## src/rtl/touch_event_decoder.sv

```systemverilog
// touch_event_decoder: synchronise and debounce a capacitive pad line, then classify gestures
//   as single tap, double tap or long press, each reported as a one-cycle pulse.
// Ports:
//   clk          system clock, rising edge
//   rst_n        synchronous active-low reset
//   touch_signal raw asynchronous pad line, 1 = contact
//   touched      debounced, synchronised touch level
//   tap_pulse    one-cycle single-tap event
//   dtap_pulse   one-cycle double-tap event (tied 0 without TOUCH_DTAP_EN)
//   long_pulse   one-cycle long-press event
//   busy         high while the gesture FSM is not idle
// Build option: define TOUCH_DTAP_EN to enable double-tap detection.
module touch_event_decoder #(
    parameter int CNT_W        = 16,
    parameter int DEBOUNCE_CYC = 1000,
    parameter int LONG_CYC     = 50000,
    parameter int DTAP_GAP_CYC = 20000
) (
    input  logic clk,
    input  logic rst_n,
    input  logic touch_signal,
    output logic touched,
    output logic tap_pulse,
    output logic dtap_pulse,
    output logic long_pulse,
    output logic busy
);
`ifdef TOUCH_DTAP_EN
    typedef enum logic [2:0] {IDLE, PRESS1, WAIT_GAP, PRESS2, LONG_HELD} state_t;
`else
    typedef enum logic [1:0] {IDLE, PRESS1, LONG_HELD} state_t;
`endif

    localparam logic [CNT_W-1:0] CNT_MAX   = '1;
    localparam logic [CNT_W-1:0] DB_LAST   = CNT_W'(DEBOUNCE_CYC - 1);
    localparam logic [CNT_W-1:0] HOLD_LAST = CNT_W'(LONG_CYC - 1);

    logic             s1, s2, touched_d, rise, fall, hold_last;
    logic             tap_nxt, long_nxt;
    logic [CNT_W-1:0] db_cnt, hold_cnt;
    state_t           state, state_nxt;

    always_ff @(posedge clk) begin
        if (!rst_n) begin
            s1        <= 1'b0;
            s2        <= 1'b0;
            touched   <= 1'b0;
            touched_d <= 1'b0;
            db_cnt    <= '0;
        end else begin
            s1        <= touch_signal;
            s2        <= s1;
            touched_d <= touched;
            if (s2 == touched)
                db_cnt <= '0;
            else if (db_cnt == DB_LAST) begin
                touched <= s2;
                db_cnt  <= '0;
            end else if (db_cnt != CNT_MAX)
                db_cnt <= db_cnt + 1'b1;
        end
    end

    assign rise      = touched & ~touched_d;
    assign fall      = ~touched & touched_d;
    assign hold_last = hold_cnt == HOLD_LAST;

`ifdef TOUCH_DTAP_EN
    localparam logic [CNT_W-1:0] GAP_LAST = CNT_W'(DTAP_GAP_CYC - 1);
    logic             dtap_nxt, gap_last;
    logic [CNT_W-1:0] gap_cnt;

    assign gap_last = gap_cnt == GAP_LAST;

    always_ff @(posedge clk) begin
        if (!rst_n) begin
            gap_cnt    <= '0;
            dtap_pulse <= 1'b0;
        end else begin
            gap_cnt    <= (state == WAIT_GAP) ? ((gap_cnt == CNT_MAX) ? gap_cnt : gap_cnt + 1'b1) : '0;
            dtap_pulse <= dtap_nxt;
        end
    end
`else
    assign dtap_pulse = 1'b0;
`endif

    // State register; counters restart at zero on entry to the state that uses them.
    always_ff @(posedge clk) begin
        if (!rst_n) begin
            state      <= IDLE;
            busy       <= 1'b0;
            hold_cnt   <= '0;
            tap_pulse  <= 1'b0;
            long_pulse <= 1'b0;
        end else begin
            state      <= state_nxt;
            busy       <= state_nxt != IDLE;
            tap_pulse  <= tap_nxt;
            long_pulse <= long_nxt;
`ifdef TOUCH_DTAP_EN
            hold_cnt   <= (state == PRESS1 || state == PRESS2) ?
                          ((hold_cnt == CNT_MAX) ? hold_cnt : hold_cnt + 1'b1) : '0;
`else
            hold_cnt   <= (state == PRESS1) ?
                          ((hold_cnt == CNT_MAX) ? hold_cnt : hold_cnt + 1'b1) : '0;
`endif
        end
    end

    always_comb begin
        state_nxt = state;
        case (state)
            IDLE:      if (rise) state_nxt = PRESS1;
`ifdef TOUCH_DTAP_EN
            PRESS1:    state_nxt = fall ? WAIT_GAP : hold_last ? LONG_HELD : state;
            // A rise landing on the gap terminal count still counts as a double tap.
            WAIT_GAP:  state_nxt = rise ? PRESS2 : gap_last ? IDLE : state;
            PRESS2:    state_nxt = fall ? IDLE : hold_last ? LONG_HELD : state;
`else
            PRESS1:    state_nxt = fall ? IDLE : hold_last ? LONG_HELD : state;
`endif
            LONG_HELD: if (fall) state_nxt = IDLE;
            default:   state_nxt = IDLE;
        endcase
    end

    always_comb begin
`ifdef TOUCH_DTAP_EN
        tap_nxt  = (state == WAIT_GAP) && !rise && gap_last;
        dtap_nxt = (state == PRESS2) && fall;
        long_nxt = (state == PRESS1 || state == PRESS2) && !fall && hold_last;
`else
        tap_nxt  = (state == PRESS1) && fall;
        long_nxt = (state == PRESS1) && !fall && hold_last;
`endif
    end
endmodule
```

## config.mk

```make
export PLATFORM = sky130hd
export DESIGN_NAME = touch_event_decoder
export DESIGN_NICKNAME = d
export VERILOG_FILES = /design/src/rtl/touch_event_decoder.sv
export SDC_FILE = /design/constraint.sdc
export NUM_CORES = 1
export LEC_CHECK = 0
export CAP_MARGIN = 20
export CELL_PAD_IN_SITES_DETAIL_PLACEMENT = 1
export CELL_PAD_IN_SITES_GLOBAL_PLACEMENT = 1
export CORE_MARGIN = 5
export CORE_UTILIZATION = 45
export DETAILED_ROUTE_END_ITERATION = 8
export PLACE_DENSITY_LB_ADDON = 0.1
export SETUP_SLACK_MARGIN = 0.2
export SKIP_LAST_GASP = 1
export SYNTH_ARGS = -nofsm -noshare
export SYNTH_HDL_FRONTEND = slang
export SYNTH_SLANG_ARGS = --single-unit
export TNS_END_PERCENT = 30
```

## constraint.sdc

```tcl
create_clock -name clk -period 2.42 [get_ports clk]
set_clock_uncertainty 0.1 [all_clocks]
set_input_delay 0.242 -clock clk [delete_from_list [all_inputs] [get_ports clk]]
set_output_delay 0.242 -clock clk [all_outputs]
set_load 0.01 [all_outputs]
```

==> results_dict.tcl <==
set metrics [dict create \
    startpoint_type "flop" \
    synth_edf_count 0 \
    p_per_area_nw_per_um2 508 \
    firstDrtPassIters 4 \
    synth_nets 250 \
    post_cts_resized 0 \
    clock.fmax_ghz 0.504 \
    ys.flop_type "dfxtp_1" \
    grt_overflow 0 \
    setup_violations 0 \
    cts_root_buf "clkbuf_8" \
    maxSlewViolCount 0 \
    io_pins 8 \
    worst_slack_ns 0.436 \
    dpl-instance-area_sq_um 2180 \
    grt_pass1_wl_um 8840 \
    drv_cap 0 \
    synth.cell_area_sq_um 2060 \
    area_growth_pct 10.1 \
    endpoint_kind "flop" \
    synth_area_leader_cell "dfxtp_1" \
    min_period_over_period_pct 82.0 \
    diodes 0 \
    clock_path_buffers 2 \
    path_class "flop to flop" \
    coreArea_sq_um 4410 \
    portBuffers 6 \
    period_needed_ns 1.98 \
    utilization_pct 51.4 \
    p_leak_nw 0.701 \
    fill_cells 526 \
    drc 0 \
    start_util_pct 46.7 \
    num_vias 1901 \
    min_path_type "flop to flop" \
    synth-seq-cells 41 \
    worst_ep_required_time_ns 2.55 \
    holdBufCountCts 0 \
    fin_worst_hold_slack_ns 0.338 \
    worstSkewPairLatency_ns 0.30 \
    final_cell_area_sq_um 2270 \
    grt_pass1_vias 1943 \
    cts_sinks 41 \
    rsz0062_at_grt "false" \
    arrival_ns 2.11 \
    avgViaCountPerCell 6.15 \
    cp_top_family "simple AND/OR/NAND/NOR gates" \
    cts_setup_buffers 0 \
    ys_seq_area_share_pct 39.8 \
    ys_types 47 \
    rows 24 \
    crit_chain "ha_1 -> nand3_1 -> or3_1 -> o21ai_0 -> mux2i_1" \
    syn_avg_cell_area_sq_um 8.42 \
    yosys-top-cells-area "dfxtp_1, nand2_1, nand3_1" \
    hold_viol 0 \
    wl_per_cell_um 16.2 \
    dr.first_iter.drc_count 178 \
    cts_tree "built" \
    cts_buffers 5 \
    synth_cells 245 \
    fp.dieArea_sq_um 6040 \
    antenna_left 0 \
    wirelength_um 5010 \
    nets 261 \
    antenna_found_initial 0 \
    power_mw 1.15 \
    relSlewSlack_pct 66.3 \
    drive_gt1_share_pct 8.17 \
    place_ws_ns 0.407 \
    stdcell_count 309 \
    ir_worst_vdd_v 0.000288 \
    grt_max_degree 15 \
    yosys_warnings 0 \
    gp_congestion 0.844 \
    die_x_um 77.7 \
    critPathBufInv 0 \
    clk_pin_slew_worst_paths_ns 0.09 \
    critical_path.slowest_cell "or3_1" \
    htreeDepth 2 \
    path_max_fanout 5 \
    synth.top_cell.area_share_pct 39.8 \
    setup-tns-final_ns 0 \
    grtUsageTotal_pct 17.7 \
    hpwl_um 3600 \
    status "finished clean" \
    async_reset_ff_share_pct 0 \
    cpPeakStageDelay_ns 0.49 \
    tightest_slew_ns 0.501 \
    dieHeight_um 77.7 \
    placed_cells 301 \
]
[layout make-up]
| class | instances | area, sq um | area share, % |
|---|---|---|---|
| clock buffer | 5 | 68.8 | 3.03 |
| clock inverter | 3 | 21.3 | 0.937 |
| inverter | 7 | 26.3 | 1.16 |
| multi-input combinational | 187 | 1150 | 50.6 |
| sequential | 41 | 821 | 36.1 |
| tap | 52 | 65.1 | 2.87 |
| timing repair buffer | 14 | 120 | 5.29 |
[routing by layer]
| layer | share of wire, % | global-route usage, % | vias to the layer above |
|---|---|---|---|
| li1 | - | - | 955 |
| met1 | 52 | 24.3 | 914 |
| met2 | 44 | 27.2 | 27 |
| met3 | 2.9 | 3.82 | 5 |
| met4 | 1.3 | 6.19 | 0 |
| met5 | 0 | 0 | - |
[cell usage in the layout (no fill, tap or decap), drive strengths merged, types with 3 or more instances in the layout]
master | synthesis | final
dfxtp | 41 | 41
nand2 | 23 | 23
nand3 | 16 | 16
a21oi | 15 | 15
o21ai | 13 | 13
nor3 | 12 | 12
nand4 | 12 | 12
nor2 | 10 | 10
or3 | 10 | 10
nor4 | 8 | 8
buf | 7 | 8
inv | 7 | 8
mux2i | 7 | 7
a31oi | 6 | 6
and3 | 6 | 6
clkdlybuf4s50 | 0 | 6
a211oi | 5 | 5
clkbuf | 3 | 5
and4 | 4 | 4
and2 | 4 | 4
nand3b | 3 | 3
or4 | 3 | 3
a2111o | 3 | 3
[worst register-to-register path, cell delays in order, from the launching register on]
cell and delay [ns]:
dfxtp_1 0.40, ha_1 0.26, nand3_1 0.20, or3_1 0.49, o21ai_0 0.26, mux2i_1 0.22
[registers in the layout (all words and copies together), names as in the netlist]
register,count
s2,1
touched,1
long_pulse,1
hold_cnt,16
touched_d,1
busy,1
state,2
tap_pulse,1
s1,1
db_cnt,16
[cells by family (layout without fill, tap and decap cells)]
| kind of cell | after synthesis | in the layout | synth area share [%] |
|---|---|---|---|
| simple gates | 120 | 120 | 32.6 |
| compound gates | 54 | 54 | 17.0 |
| flops | 41 | 41 | 39.8 |
| buf+inv | 17 | 29 | 4.55 |
| mux | 7 | 7 | 3.40 |
| xor+xnor | 3 | 3 | 1.27 |
| fa+ha+maj | 2 | 2 | 1.21 |
| other cells | 1 | 1 | 0.182 |
[cells in the mapped netlist, drive strengths merged (2+ instances only)]
library cell and number:
dfxtp 41, nand2 23, nand3 16, a21oi 15
o21ai 13, nand4 12, nor3 12, nor2 10
or3 10, nor4 8, buf 7, inv 7
mux2i 7, a31oi 6, and3 6, a211oi 5
and2 4, and4 4, a2111o 3, clkbuf 3
nand3b 3, or4 3, a21boi 2, ha 2
nand2b 2, o211ai 2, o41ai 2, or2 2
xor2 2
[worst paths after layout]
| path | start | endpoint | slack [ns] | cells after the start |
|---|---|---|---|---|
| worst min-delay path | s1$_SDFF_PN0_ | s2$_SDFF_PN0_ | 0.34 | 1 |
| worst max register to register | db_cnt[0]$_SDFFE_PP0P_ | db_cnt[2]$_SDFFE_PP0P_ | 0.44 | 5 |
| worst min register to register | s1$_SDFF_PN0_ | s2$_SDFF_PN0_ | 0.34 | 1 |
| worst max-delay path | db_cnt[0]$_SDFFE_PP0P_ | db_cnt[2]$_SDFFE_PP0P_ | 0.44 | 5 |
[report_power, final]
part | switching, mW | internal, mW | leakage (nW)
Combinational | 0.00795 | 0.00799 | 0.326
Sequential | 0.00112 | 0.676 | 0.331
Clock | 0.257 | 0.205 | 0.0445
Total | 0.266 | 0.889 | 0.701
Power figures use the tool's default switching activity.
